### config.mk
export PLATFORM = sky130hd
export DESIGN_NAME = fir_ctrl
export DESIGN_NICKNAME = d
export VERILOG_FILES = /design/src/rtl/fir_ctrl.sv
export SDC_FILE = /design/constraint.sdc
export NUM_CORES = 1
export LEC_CHECK = 0
export ABC_AREA = 1
export CORE_MARGIN = 1.5
export CORE_UTILIZATION = 36
export CTS_CLUSTER_DIAMETER = 120
export DETAILED_ROUTE_END_ITERATION = 6
export PLACE_DENSITY = 0.89
export SLEW_MARGIN = 0
export SYNTH_ARGS = -nofsm -noshare
export SYNTH_HDL_FRONTEND = slang
export SYNTH_SLANG_ARGS = --single-unit
### constraint.sdc
create_clock -name clk -period 1.7 [get_ports clk]
set_clock_uncertainty 0.15 [all_clocks]
set_input_delay 0.34 -clock clk [delete_from_list [all_inputs] [get_ports clk]]
set_output_delay 0.34 -clock clk [all_outputs]
set_load 0.05 [all_outputs]
### src/rtl/fir_ctrl.sv
// fir_ctrl: sequencer sitting in front of a symmetric FIR filter core.
//
// It loads NCOEF coefficient words into the filter through its WR/iDATA
// port, drives FLUSH_LEN zero samples so that the delay line starts clean,
// and then streams input samples into the filter every cycle. Missing
// samples become zero bubbles. A PIPE_LAT-deep tag pipeline follows each
// accepted sample through the filter so that the filter output is qualified
// only for real samples.
//
// Ports
//   clk           clock, all state on the rising edge
//   rst_n         asynchronous active-low reset
//   cfg_start     single-cycle pulse requesting a coefficient (re)load
//   coef_valid    coefficient word present on coef_data
//   coef_data     coefficient word (16 bit)
//   coef_ready    high while coefficient words are being taken
//   s_valid       input sample present on s_data
//   s_data        input sample (16 bit)
//   s_ready       high while samples are being streamed into the filter
//   fir_wr        filter WR strobe (coefficient write)
//   fir_data      filter iDATA drive (coefficient or sample)
//   fir_odata     filter oDATA (39 bit, unsigned)
//   m_valid       filtered output strobe
//   m_data        filtered output value, zero when m_valid is low
//   busy          high while loading or flushing
//   underrun_cnt  streaming cycles without an input sample (saturating)

module fir_ctrl #(
    parameter int NCOEF     = 19,
    parameter int FLUSH_LEN = 37,
    parameter int PIPE_LAT  = 8
) (
    input  logic        clk,
    input  logic        rst_n,
    input  logic        cfg_start,
    input  logic        coef_valid,
    input  logic [15:0] coef_data,
    output logic        coef_ready,
    input  logic        s_valid,
    input  logic [15:0] s_data,
    output logic        s_ready,
    output logic        fir_wr,
    output logic [15:0] fir_data,
    input  logic [38:0] fir_odata,
    output logic        m_valid,
    output logic [38:0] m_data,
    output logic        busy,
    output logic [15:0] underrun_cnt
);

    localparam int CW = (NCOEF > 1) ? $clog2(NCOEF) : 1;
    localparam int FW = (FLUSH_LEN > 1) ? $clog2(FLUSH_LEN) : 1;

    typedef enum logic [1:0] {
        IDLE,
        LOAD,
        FLUSH,
        RUN
    } state_t;

    state_t              state;
    logic [CW-1:0]       coef_cnt;
    logic [FW-1:0]       flush_cnt;
    logic [PIPE_LAT-1:0] tags;
    logic                load_req;
    logic                run_accept;

    // A reload is honoured only from IDLE or RUN; pulses while loading or
    // flushing are dropped so the filter write index never gets out of step.
    assign load_req   = cfg_start && ((state == IDLE) || (state == RUN));
    assign run_accept = (state == RUN) && s_valid;

    // Filter drive is combinational so the coefficient or sample reaches the
    // filter in the same cycle it is presented.
    always_comb begin
        fir_wr   = 1'b0;
        fir_data = '0;
        case (state)
            LOAD: begin
                fir_wr   = coef_valid;
                fir_data = coef_data;
            end
            RUN: begin
                fir_data = s_valid ? s_data : '0;
            end
            default: begin
                fir_wr   = 1'b0;
                fir_data = '0;
            end
        endcase
    end

    assign m_valid = tags[PIPE_LAT-1];
    assign m_data  = m_valid ? fir_odata : '0;

    always_ff @(posedge clk or negedge rst_n) begin
        if (!rst_n) begin
            state        <= IDLE;
            coef_cnt     <= '0;
            flush_cnt    <= '0;
            tags         <= '0;
            underrun_cnt <= '0;
            coef_ready   <= 1'b0;
            s_ready      <= 1'b0;
            busy         <= 1'b0;
        end else begin
            // The filter pipeline only advances on non-write cycles, so the
            // tags stall together with it.
            if (!fir_wr) begin
                tags <= {tags[PIPE_LAT-2:0], run_accept};
            end

            if ((state == RUN) && !s_valid && (underrun_cnt != '1)) begin
                underrun_cnt <= underrun_cnt + 16'd1;
            end

            case (state)
                LOAD: begin
                    if (coef_valid) begin
                        if (coef_cnt == CW'(NCOEF - 1)) begin
                            coef_cnt   <= '0;
                            state      <= FLUSH;
                            coef_ready <= 1'b0;
                        end else begin
                            coef_cnt <= coef_cnt + 1'b1;
                        end
                    end
                end
                FLUSH: begin
                    if (flush_cnt == FW'(FLUSH_LEN - 1)) begin
                        flush_cnt <= '0;
                        state     <= RUN;
                        busy      <= 1'b0;
                        s_ready   <= 1'b1;
                    end else begin
                        flush_cnt <= flush_cnt + 1'b1;
                    end
                end
                default: begin
                end
            endcase

            // Entering LOAD overrides the tag shift and the underrun update
            // above: nothing in flight survives a reload.
            if (load_req) begin
                state        <= LOAD;
                coef_cnt     <= '0;
                tags         <= '0;
                underrun_cnt <= '0;
                coef_ready   <= 1'b1;
                s_ready      <= 1'b0;
                busy         <= 1'b1;
            end
        end
    end

endmodule
# Word level (Yosys, flattened, before mapping)
# Index checks and enable logic that the tools add are counted.
dict set report totals {
  ff_bits 40
  inputBits 76
  out_inout_bits 76
  elab_cells 67
}
dict set report op_classes {
  n_addsub 3
  n_eq_ne 10
  muxes 28
  n_reduce_logical 18
}
# operator n
set ops {}
lappend ops {{16-bit 2-to-1 mux} 3}
lappend ops {{39-bit 2-to-1 mux} 1}
lappend ops {{16-bit case mux with 2 select lines} 1}
lappend ops {{5-bit 2-to-1 mux} 4}
lappend ops {{16-bit by 1-bit adder with 16-bit output (second input constant)} 1}
lappend ops {{8-bit 2-to-1 mux} 2}
lappend ops {{16-bit inequality test (second input constant)} 1}
lappend ops {{2-bit nonzero test} 6}
lappend ops {{1-bit 2-to-1 mux} 11}
lappend ops {{3-bit inequality test (second input constant)} 3}
lappend ops {{2-bit 2-to-1 mux} 4}
lappend ops {{6-bit by 1-bit adder with 6-bit output (second input constant)} 1}
lappend ops {{6-bit equality test (second input constant)} 1}
lappend ops {{6-bit 2-to-1 mux} 1}
lappend ops {{5-bit by 1-bit adder with 5-bit output (second input constant)} 1}
lappend ops {{5-bit equality test (second input constant)} 1}
lappend ops {{2-bit equality test (second input constant)} 2}
lappend ops {{1-bit logical AND} 4}
lappend ops {{2-bit case mux with 2 select lines} 1}
lappend ops {{2-bit AND reduction} 2}
lappend ops {{4-bit AND reduction} 1}
lappend ops {{3-bit AND reduction} 1}
lappend ops {{3-bit nonzero test} 1}
lappend ops {{2-bit by 1-bit equality test with 1-bit output (second input constant)} 1}
lappend ops {{4 further kinds} 4}

# Depth between registers and ports, before layout
dict set report depth {
  ltp_word 5
  depth_mapped 10
  depth_no_buf 10
}

# Worst setup path before layout
# No wires, ideal clock.
dict set report synth_path {
  path_kind {register to output}
  start {reg state[1]}
  end {out fir_data[0]}
  t_arrival_ns 1.510
  required_ns 1.210
  setup_slack_ns -0.300
  path_stages_with_launch 6
  path_buffers 2
  cell_sequence {dfrtp_1 inv_1 ha_1 buf_2 buf_1 a32o_1}
}
dict set report synth_via {
  elab_chain_cells 2
  elab_cells_between_ends 3
  cone_classes {eq/ne (2); mux (1)}
}
# element line
set synth_lines {}
lappend synth_lines {{from (decl)} 61} ;# state_t state;
lappend synth_lines {{from (signal assigned)} 98} ;# state <= IDLE;
lappend synth_lines {{from (signal assigned)} 122} ;# state <= FLUSH;
lappend synth_lines {{from (signal assigned)} 132} ;# state <= RUN;
lappend synth_lines {{2-bit equality test or 2-bit by 1-bit equality test with 1-bit output (tied branches)} 78} ;# case (state)
lappend synth_lines {{16-bit case mux with 2 select lines (*)} 78}
lappend synth_lines {{to (decl)} 43} ;# output logic [15:0] fir_data,
# Every way passes the cells marked *; elsewhere a longest branch is shown, timed or not.

# Worst setup path in the final report
dict set report layout_path {
  start {reg state[1]}
  end {out fir_data[3]}
}
# The elaborated chain is that of the path after synthesis.

==> results.json <==
{
  "first_iter_violations": 390,
  "dp_hpwl_um": 7860,
  "final_area_mm2": 0.00606,
  "tns_ns": -17.21,
  "vias": 3695,
  "track_usage_pct": 27.8,
  "yosysSeqAreaShare_pct": 36.0,
  "setup_slack_ns": -0.362,
  "path_buf_inv": 3,
  "die_h_um": 90.8,
  "cts_tree": "done",
  "leakage_nw": 2.92,
  "final_nets": 659,
  "routedWlPerCell_um": 19.9,
  "outcome": "complete, but fails checks",
  "initial_core_util_pct": 37.7,
  "io_buffers": 151,
  "core_mm2": 0.00737,
  "clk_latency_ns": 0.32,
  "fin_crit_ns": 2.06,
  "worst_slew_pin_slew_ns": 0.570,
  "slew_headroom_pct": 62.0,
  "power_mw": 6.39,
  "grt_pass1_vias": 3636,
  "ys_types": 29,
  "num_antenna_cells": 0,
  "grt_setup_unrepaired": "true",
  "final_common_cell": "buf_12",
  "worstPathRequired_ns": 1.21,
  "dieArea_mm2": 0.00825,
  "syn_to_final_growth_pct": 118,
  "synth_area_leader_cell": "dfrtp_1",
  "place.gp.congestion": 0.871,
  "hold_viol": 0,
  "slowest_delay_ns": 0.39,
  "rows": 31,
  "crit_type": "reg -> out",
  "fin_crit_sh_pct": 121,
  "worstPathMaxFanout": 18,
  "cts_max_level": 2,
  "root_buffer": "clkbuf_8",
  "cp_top_family": "buffers and inverters",
  "clock-sinks": 40,
  "synth_top_area_share_pct": 36.0,
  "path_clk_slew_ns": 0.10,
  "drive_above_1_share_pct": 51.4,
  "drc": 0,
  "antenna_found_initial": 0,
  "drt_wl_total_um": 13400,
  "grt_max_degree": 25,
  "synth-seq-cells": 40,
  "setup_viol": 87,
  "r2r_slack_ns": -0.35,
  "layout_common_cells": "buf_12, clkdlybuf4s50_1, nand2_1, nand2_2, inv_2",
  "ir_drop_mv": 1.18,
  "yosysWarnings": 0,
  "grt_pass1_wl_um": 18400,
  "grt_overflow": 0,
  "endpoint_kind": "output pin",
  "hold_slack_ns": 0.383,
  "start_kind": "flop",
  "fmax_mhz": 485,
  "crit_slowest_cell": "dfrtp_1",
  "netlist_area_mm2": 0.00278,
  "synthCells": 391,
  "dr.pass1.iters": 6,
  "syn_nets": 475,
  "drtAntennaViolNets": 0,
  "avgSynthCellArea_um2": 7.10,
  "worst_path_most_repeated_cell": "buf_12",
  "crit_arrival_ns": 1.57,
  "via_per_inst": 5.47,
  "worstPathCellList": "inv_1, ha_4, buf_12, a32o_2, buf_12",
  "place_area_mm2": 0.00531,
  "die_w_um": 90.8,
  "violations": "setup timing",
  "synth_area_leaders": "dfrtp_1, nand2_1, inv_1",
  "ios": 152,
  "clock_path_buffers": 2,
  "max_cap_viol_count": 0,
  "drv_slew": 0,
  "hp-class": "reg -> reg",
  "cts_buffers": 5,
  "powerDensity_mw_per_mm2": 1050
}
-- tightest hold or removal path: stages, from the launching register on --
cell	delay, ns
dfrtp_1	0.33
inv_1	0.06
o21ai_2	0.12
-- cells in the mapped netlist --
cell,n
nand2_1,120
inv_1,78
dfrtp_1,40
nand3_1,32
a32o_1,16
nor2_1,15
o21ai_0,9
xor2_1,9
ha_1,8
nand2_2,7
o22ai_1,7
buf_2,6
clkbuf_1,5
nand3b_1,5
nand4_1,5
nor2_4,5
a21oi_1,4
nor3_1,4
nor2_2,3
buf_1,2
buf_8,2
inv_2,2
buf_4,1
clkbuf_2,1
nand2_4,1
nand4_2,1
nor3_4,1
o21a_1,1
o21bai_1,1
-- cell families after synthesis --
family	Yosys count	synth area share, %
AOI/OAI and AO/OA	38	10.2
xor gates and xnor gates	9	2.84
adders and majority gates	8	3.60
buffers and inverters	97	14.4
DFF	40	36.0
and+or+nand+nor	199	32.9
-- final timing paths --
kind	to	startpoint	cells past startpoint
setup / recovery	fir_data[3]	state[1]	5
hold / removal	tags[7]	tags[6]	2
setup reg to reg	underrun_cnt[15]	state[1]	9
hold reg to reg	tags[7]	tags[6]	2
max in group asynchronous	state[0]	rst_n	3
min in group asynchronous	coef_cnt[2]	rst_n	2
-- stage by stage --
stage               utilization [%]  worst slack [ns]  cells
detailed placement             72.1            -0.219    644
floorplan                         -         0.0000362    391
global placement               72.1            -0.187    644
CTS                            77.4            -0.318    664
finish                         82.2            -0.362    675
global route                   82.2            -0.481    675
-- sequential cells by signal, summed over array words and instances (netlist names) --
signal        flops
busy              1
coef_cnt          5
coef_ready        1
flush_cnt         6
s_ready           1
state             2
tags              8
underrun_cnt     16
-- metal layers --
layer	track usage, %	vias to the layer above	wire [um]
met5	0	-	0
met4	12.4	0	764
met3	7.32	97	1260
met2	51.1	282	6880
met1	29.6	1717	4510
li1	-	1599	-
-- timing repair --
item                                    4_1_cts  5_1_grt
pin swaps                                     4       13
setup buffers                                 7       13
hold buffers                                  1        0
endpoints found under the setup margin       79       90
gates cloned                                  4        1
resized for setup                            62      105
endpoints found under the hold margin        22        0
-- where the power goes --
part / total [mW] / internal (mW) / switching, mW
sequential: 1.31 / 1.12 / 0.188
combinational: 4.44 / 2.05 / 2.39
clock: 0.643 / 0.287 / 0.356
-- cell type report --
class                      count  area [um2]
multi-input combinational    254        1740
clock inverter                 2        12.5
inverter                      80         313
timing repair buffer         194        2770
clock buffer                   6        72.6
sequential                    40        1020
tap                           99         124
fill                         371        1310
(Power assumes the default switching activity.)
